## src/rtl/l2_arbiter.sv

```systemverilog
// Arbitrates the single L2 line port between the L1 I-cache and D-cache miss paths.
// One transaction in flight; round-robin or fixed D-priority on ties; response routed to the grantee.
module l2_arbiter #(
    parameter int ADDR_W     = 28,
    parameter int DATA_W     = 128,
    parameter int D_PRIORITY = 0
) (
    input  logic              clk,
    input  logic              rst,
    input  logic              i_read,
    input  logic [ADDR_W-1:0] i_addr,
    output logic [DATA_W-1:0] i_rdata,
    output logic              i_ready,
    input  logic              d_read,
    input  logic              d_write,
    input  logic [ADDR_W-1:0] d_addr,
    input  logic [DATA_W-1:0] d_wdata,
    output logic [DATA_W-1:0] d_rdata,
    output logic              d_ready,
    output logic              l2_read,
    output logic              l2_write,
    output logic [ADDR_W-1:0] l2_addr,
    output logic [DATA_W-1:0] l2_wdata,
    input  logic [DATA_W-1:0] l2_rdata,
    input  logic              l2_ready,
    output logic              arb_busy
);

    typedef enum logic [1:0] {
        S_IDLE,
        S_GNT_I,
        S_GNT_D,
        S_RELEASE
    } state_t;

    state_t state, state_nxt;
    logic   last_d;     // 1: most recent grant went to the D-cache
    logic   d_req;
    logic   grant_i, grant_d, done;

    assign d_req    = d_read | d_write;
    assign arb_busy = (state != S_IDLE);

    always_ff @(posedge clk or negedge rst) begin
        if (!rst) state <= S_IDLE;
        else      state <= state_nxt;
    end

    always_comb begin
        state_nxt = state;
        grant_i   = 1'b0;
        grant_d   = 1'b0;
        done      = 1'b0;
        case (state)
            S_IDLE: begin
                if (i_read && d_req) begin
                    // On a tie, round-robin hands the port to whoever did not have it last
                    if ((D_PRIORITY != 0) || !last_d) grant_d = 1'b1;
                    else                              grant_i = 1'b1;
                end else if (i_read) begin
                    grant_i = 1'b1;
                end else if (d_req) begin
                    grant_d = 1'b1;
                end
                if (grant_i) state_nxt = S_GNT_I;
                if (grant_d) state_nxt = S_GNT_D;
            end
            S_GNT_I, S_GNT_D: begin
                if (l2_ready) begin
                    done      = 1'b1;
                    state_nxt = S_RELEASE;
                end
            end
            S_RELEASE: state_nxt = S_IDLE;
            default:   state_nxt = S_IDLE;
        endcase
    end

    always_ff @(posedge clk or negedge rst) begin
        if (!rst) begin
            last_d   <= 1'b1;
            l2_read  <= 1'b0;
            l2_write <= 1'b0;
            l2_addr  <= '0;
            l2_wdata <= '0;
            i_rdata  <= '0;
            d_rdata  <= '0;
            i_ready  <= 1'b0;
            d_ready  <= 1'b0;
        end else begin
            i_ready <= 1'b0;
            d_ready <= 1'b0;
            if (grant_i) begin
                l2_read  <= 1'b1;
                l2_write <= 1'b0;
                l2_addr  <= i_addr;
                last_d   <= 1'b0;
            end
            if (grant_d) begin
                // A simultaneous read+write is treated as a write-back only
                l2_write <= d_write;
                l2_read  <= ~d_write;
                l2_addr  <= d_addr;
                l2_wdata <= d_wdata;
                last_d   <= 1'b1;
            end
            if (done) begin
                l2_read  <= 1'b0;
                l2_write <= 1'b0;
                if (state == S_GNT_I) begin
                    i_rdata <= l2_rdata;
                    i_ready <= 1'b1;
                end else begin
                    d_rdata <= l2_rdata;
                    d_ready <= 1'b1;
                end
            end
        end
    end

endmodule
```

## config.mk

```make
export PLATFORM = sky130hd
export DESIGN_NAME = l2_arbiter
export DESIGN_NICKNAME = d
export VERILOG_FILES = /design/src/rtl/l2_arbiter.sv
export SDC_FILE = /design/constraint.sdc
export NUM_CORES = 1
export LEC_CHECK = 0
export CAP_MARGIN = 20
export CORE_AREA = 2 2 287 289
export DETAILED_ROUTE_END_ITERATION = 6
export DIE_AREA = 0 0 289 291
export GPL_TIMING_DRIVEN = 0
export PLACE_DENSITY = 0.51
export SLEW_MARGIN = 5
export SYNTH_ARGS = -nofsm -noshare
export SYNTH_HDL_FRONTEND = slang
export SYNTH_SLANG_ARGS = --single-unit
```

## constraint.sdc

```tcl
create_clock -name clk -period 1.8 [get_ports clk]
set_input_delay 0.27 -clock clk [delete_from_list [all_inputs] [get_ports clk]]
set_output_delay 0.27 -clock clk [all_outputs]
set_load 0.005 [all_outputs]
```

==> results of run 1 <==
## timing repair
item                                    CTS  global route
endpoints found under the setup margin  465           250
cloned                                    2             0
buffers inserted                          9             1
hold endpoints to repair                108           105
gates resized for setup                 126            96
pin swaps                                 4             1
## worst paths after layout
path	to	start	cells after the start
max	i_rdata[120]	i_rdata[120]$_DFFE_PN0P_	1
min	l2_wdata[26]$_DFFE_PN0P_	rst	1
max reg2reg	d_rdata[103]$_DFFE_PN0P_	state[0]$_DFFE_PN0P_	9
min reg2reg	l2_wdata[38]$_DFFE_PN0P_	l2_wdata[38]$_DFFE_PN0P_	2
max in group asynchronous	i_rdata[73]$_DFFE_PN0P_	rst	3
min in group clk	l2_wdata[115]$_DFFE_PN0P_	d_wdata[115]	3
## cell type report
cell class / count / area share (%)
Sequential cell: 419 / 39.1
Inverter: 5 / 0.145
Antenna cell: 2 / 0.0187
Tap cell: 1070 / 5.00
Buffer: 80 / 2.66
Timing Repair Buffer: 749 / 28.6
Clock buffer: 73 / 5.35
Multi-Input combinational cell: 1007 / 18.5
Clock inverter: 10 / 0.584
## Yosys cell counts
master     number
or2_1           2
dfrtp_1       418
clkbuf_2        2
nand3_2         1
buf_6          13
o21ai_0        26
a22oi_1         1
ha_1            2
o2bb2ai_1       1
a311oi_1        1
dfstp_2         1
or3_4           1
mux2_2        119
mux2_1          9
inv_1           3
nor3_1          1
a21oi_1         6
nand2_1       802
inv_2           2
buf_4           7
o2bb2ai_2       1
nand2b_1        1
nor2_2          1
o21ai_1         2
clkbuf_1       10
o22ai_1        29
buf_2          51
a221oi_1        1
## registers in the layout, indices dropped and copies added (netlist names)
name / count
l2_addr: 28
last_d: 1
i_rdata: 128
l2_read: 1
l2_write: 1
d_rdata: 128
i_ready: 1
d_ready: 1
l2_wdata: 128
state: 2
## report_power, final
group / switching (mW) / internal (mW)
clock: 3.98 / 5.89
sequential: 2.44 / 14.1
combinational: 9.64 / 12.1
total: 16.1 / 32.1
## per-stage QoR
stage                     std cells  setup TNS (ns)  utilization (%)  setup WS, ns  hold slack, ns
final                          3415               0             33.0        0.0528          -0.292
after global routing           3413        -0.00569             33.0      -0.00442          -0.226
after floorplan                1514               0                -        0.0205         -0.0256
after global placement         3317        -7882.47             30.3        -18.41           0.458
after CTS                      3414               0             32.7     0.0000283          -0.248
after detailed placement       3320         -238.83             30.4         -1.04           0.386
## metal layers
| metal | track usage, % | wire length (um) | share of wire (%) | vias up |
|---|---|---|---|---|
| met4 | 4.11 | 1720 | 2.8 | 2 |
| li1 | - | - | - | 6380 |
| met5 | 0 | 13 | 0.021 | - |
| met1 | 15.7 | 23500 | 38 | 6607 |
| met2 | 25.9 | 31300 | 50 | 519 |
| met3 | 5.02 | 5610 | 9.0 | 93 |
## logic make-up (layout without fill, tap and decap cells)
| group | Yosys count | after routing | share of synthesized area, % |
|---|---|---|---|
| muxes | 128 | 128 | 9.05 |
| other | 0 | 2 | 0 |
| DFF | 419 | 419 | 65.8 |
| adders and majority gates | 2 | 2 | 0.157 |
| AOI/OAI and AO/OA | 68 | 68 | 2.51 |
| buffers and inverters | 88 | 917 | 3.27 |
| and+or+nand+nor | 809 | 809 | 19.2 |
==> flow_metrics.tcl, run 1 <==
set metrics [dict create \
    synth.distinct_cells 28 \
    fin_skew_ns 0.0167 \
    drtIter0Drc 513 \
    clk_latency_ns 0.58 \
    ant_nets 0 \
    viasPerCell 3.98 \
    drc_errors 0 \
    synth_area_sq_um 15900 \
    layout_common_cells "nand2_1, clkdlybuf4s50_1, dfrtp_1" \
    worstPathRequired_ns 1.53 \
    ir_drop_mv 0.887 \
    cts_tree "done" \
    placed_area_sq_um 24700 \
    regArea_sq_um 10500 \
    period_minus_slack_ns 1.75 \
    violations "negative hold slack" \
    clock_tree.root_cell "clkbuf_16" \
    clock-sinks 419 \
    holdWs_ns -0.292 \
    fmax_ghz 0.572 \
    fin_total_pwr_mw 48.1 \
    crit_chain "clkdlybuf4s50_1" \
    portBuffers 733 \
    crit_buf_inv 1 \
    gp_congestion 0.824 \
    final_area_sq_um 26800 \
    die_x_um 289 \
    synth.area.top_cells "dfrtp_1, nand2_1, mux2_2" \
    crit_fanout 2 \
    r2r_setup_slack_ns 0.10 \
    power.leakage_nw 13.1 \
    num_rows 105 \
    yosysTopAreaCell "dfrtp_1" \
    ys_ff_latch 419 \
    arrival_ns 1.48 \
    setup_violations 0 \
    grt_pass1_vias 14583 \
    vias 13601 \
    worstHoldPathType "in -> async" \
    yosys_warnings 0 \
    cpPeakStageDelay_ns 0.54 \
    p_per_area_nw_per_um2 1800 \
    post_drt_wl_per_cell_um 18.2 \
    die_y_um 291 \
    routed_wl_mm 62.2 \
    nets 2629 \
    overflow 0 \
    status "complete, but fails checks" \
    clk_pin_slew_ns 0.06 \
    first_pass_iters 5 \
    cpLargestDelayFamily "buffers and inverters" \
    hpwl_mm 47.8 \
    maxSlewHeadroom_pct 39.9 \
    fp.dieArea_sq_um 84100 \
    num_io_pins 735 \
    cp-start-kind "flop" \
    grt_antenna_before_repair 4 \
    yosysSeqAreaShare_pct 65.8 \
    grt_pass1_wl_mm 91.8 \
    final_common_cell "nand2_1" \
    max_slew.worst_pin.slew_ns 0.902 \
    numCtsBuffers 47 \
    end_kind "output pin" \
    fillCellCount 8213 \
    syn2layout_area_growth_pct 68.2 \
    multiInputGateArea_sq_um 4970 \
    drive_above_1_share_pct 12.8 \
    finalHoldViolCount 105 \
    crit_slowest_cell "clkdlybuf4s50_1" \
    grt_max_degree 112 \
    coreArea_sq_um 81200 \
    syn-num-nets 1834 \
    start_util_pct 19.6 \
    clockBufferDepth 3 \
    track_usage_pct 14.3 \
    max-cap-violations 0 \
    min_period_over_period_pct 97.1 \
    synth_top_area_share_pct 65.6 \
    drv_slew 0 \
    ctsHoldBuffers 1 \
    critPathKind "reg -> out" \
    syn_avg_cell_area_sq_um 10.5 \
    synth_cells 1514 \
    htreeDepth 2 \
]
No activity file was read; power rests on OpenSTA's default activity.
==> inputs of run 2 (changes only) <==
clock period = 1.4 ns   (was 1.8 ns; I/O delays follow)
==> flow_metrics.tcl, run 2 (synthesis results as in run 1) <==
set metrics [dict create \
    maxSlewHeadroom_pct 57.4 \
    layout_common_cells "nand2_1, dfrtp_1, clkdlybuf4s50_1" \
    pre_cts_slack_ns -0.913 \
    grt_pass1_vias 15137 \
    num_io_pins 735 \
    fin_skew_ns 0.0125 \
    min_period_over_period_pct 122 \
    nets 2727 \
    final_common_cell "nand2_1" \
    power.leakage_nw 17.3 \
    end_kind "flop" \
    fp.dieArea_sq_um 84100 \
    worstHoldPathType "in -> async" \
    drv_slew 0 \
    clock-sinks 419 \
    grt_pass1_wl_mm 94.7 \
    multiInputGateArea_sq_um 6380 \
    track_usage_pct 14.7 \
    overflow 0 \
    portBuffers 733 \
    clock_tree.root_cell "clkbuf_16" \
    clk_pin_slew_ns 0.06 \
    cp-start-kind "flop" \
    syn2layout_area_growth_pct 91.0 \
    p_per_area_nw_per_um2 2280 \
    die_x_um 289 \
    fillCellCount 7910 \
    grt_max_degree 117 \
    ir_drop_mv 1.22 \
    drtIter0Drc 487 \
    reg_top3 "d_rdata: 128 flops, i_rdata: 128 flops, l2_wdata: 128 flops" \
    grt_antenna_before_repair 6 \
    viasPerCell 4.07 \
    max_slew.worst_pin.slew_ns 0.639 \
    violations "negative hold slack, negative setup slack" \
    num_rows 105 \
    first_pass_iters 4 \
    clockBufferDepth 3 \
    post_drt_wl_per_cell_um 19.0 \
    gp_congestion 0.842 \
    coreArea_sq_um 81200 \
    regArea_sq_um 10500 \
    htreeDepth 2 \
    cts_tree "done" \
    setup_violations 417 \
    start_util_pct 19.6 \
    arrival_ns 2.17 \
    clk_latency_ns 0.58 \
    rsz0062_at_grt "true" \
    ctsHoldBuffers 1 \
    drive_above_1_share_pct 32.9 \
    die_y_um 291 \
    finalHoldViolCount 100 \
    fmax_ghz 0.586 \
    critPathKind "reg -> reg" \
    ant_nets 0 \
    period_minus_slack_ns 1.71 \
    drc_errors 0 \
    fin_ws_ns -0.308 \
    worstPathRequired_ns 1.86 \
    hpwl_mm 46.7 \
    status "complete, but fails checks" \
    max-cap-violations 0 \
    fin_total_pwr_mw 69.5 \
    crit_fanout 10 \
    vias 14338 \
    routed_wl_mm 67.1 \
    numCtsBuffers 49 \
    holdWs_ns -0.425 \
]
[run 2: cell count changes in the layout (fill, tap and decap cells not counted), moves of 26 or more]
cell	previous run	this run
o21ai_0	26	0
clkbuf_2	6	68
nand2_1	800	572
buf_2	18	50
mux2_4	0	36
nand2_4	1	52
dlymetal6s2s_1	66	298
buf_12	3	45
dlygate4sd2_1	50	0
clkdlybuf4s50_1	615	315
buf_4	26	54
nand2_2	1	177
mux2_2	119	89
o22ai_1	29	1
[run 2: layout make-up]
cell class              instances  share of cell area (%)
diodes                          5                  0.0411
plain buffers                  79                    4.13
clock buffers                  67                    4.58
clock inverters                23                   0.752
inverters                       5                   0.152
multi-input cells            1007                    21.0
flip-flops and latches        419                    34.5
well taps                    1070                    4.40
repair buffers                846                    30.5
[run 2: critical path, cell delays in order (launching register included)]
cell and delay [ns]:
dfrtp_1 0.36, inv_2 0.06, ha_4 0.28, nand3_4 0.12, inv_12 0.14, buf_12 0.15
buf_12 0.15, mux2_4 0.31
[run 2: worst paths after layout]
path,start,to,slack (ns),cells after the start
max in group asynchronous,rst,i_rdata[61]$_DFFE_PN0P_,0.30,3
min reg2reg,d_rdata[122]$_DFFE_PN0P_,d_rdata[122]$_DFFE_PN0P_,0.46,2
max,state[1]$_DFFE_PN0P_,i_rdata[60]$_DFFE_PN0P_,-0.31,7
min,rst,l2_addr[23]$_DFFE_PN0P_,-0.42,1
min in group clk,l2_ready,state[1]$_DFFE_PN0P_,0.09,4
max reg2reg,state[1]$_DFFE_PN0P_,i_rdata[60]$_DFFE_PN0P_,-0.31,7
[run 2: metal layers]
layer,part of all wire [%],wire (um),up-vias,GRT usage (%)
met5,0.040,27,-,0
met2,51,34400,573,26.6
met3,8.2,5530,116,4.49
met4,3.2,2130,4,4.66
met1,37,25000,7027,16.4
li1,-,-,6618,-
[run 2: power breakdown]
part	switching [mW]	internal, mW
registers	3.36	18.1
logic	15.4	19.6
clock network	5.29	7.69
[run 2: what timing repair did]
action	in CTS	in global routing
cloned	26	18
resized for setup	480	865
setup buffers	23	54
endpoints found under the hold margin	102	100
pin swaps	64	215
endpoints found under the setup margin	833	906
[run 2: metrics by stage]
step,cells,TNS (ns),hold WS (ns),area (sq um),utilization [%]
floorplan,1514,-41.24,-0.0856,16200,-
global route,3519,-115.09,-0.411,30400,37.5
global placement,3317,-8017.80,0.456,24900,30.6
detailed placement,3320,-317.89,0.316,25000,30.7
CTS,3459,-208.63,-0.303,28000,34.5
finish,3521,-89.11,-0.425,30400,37.5
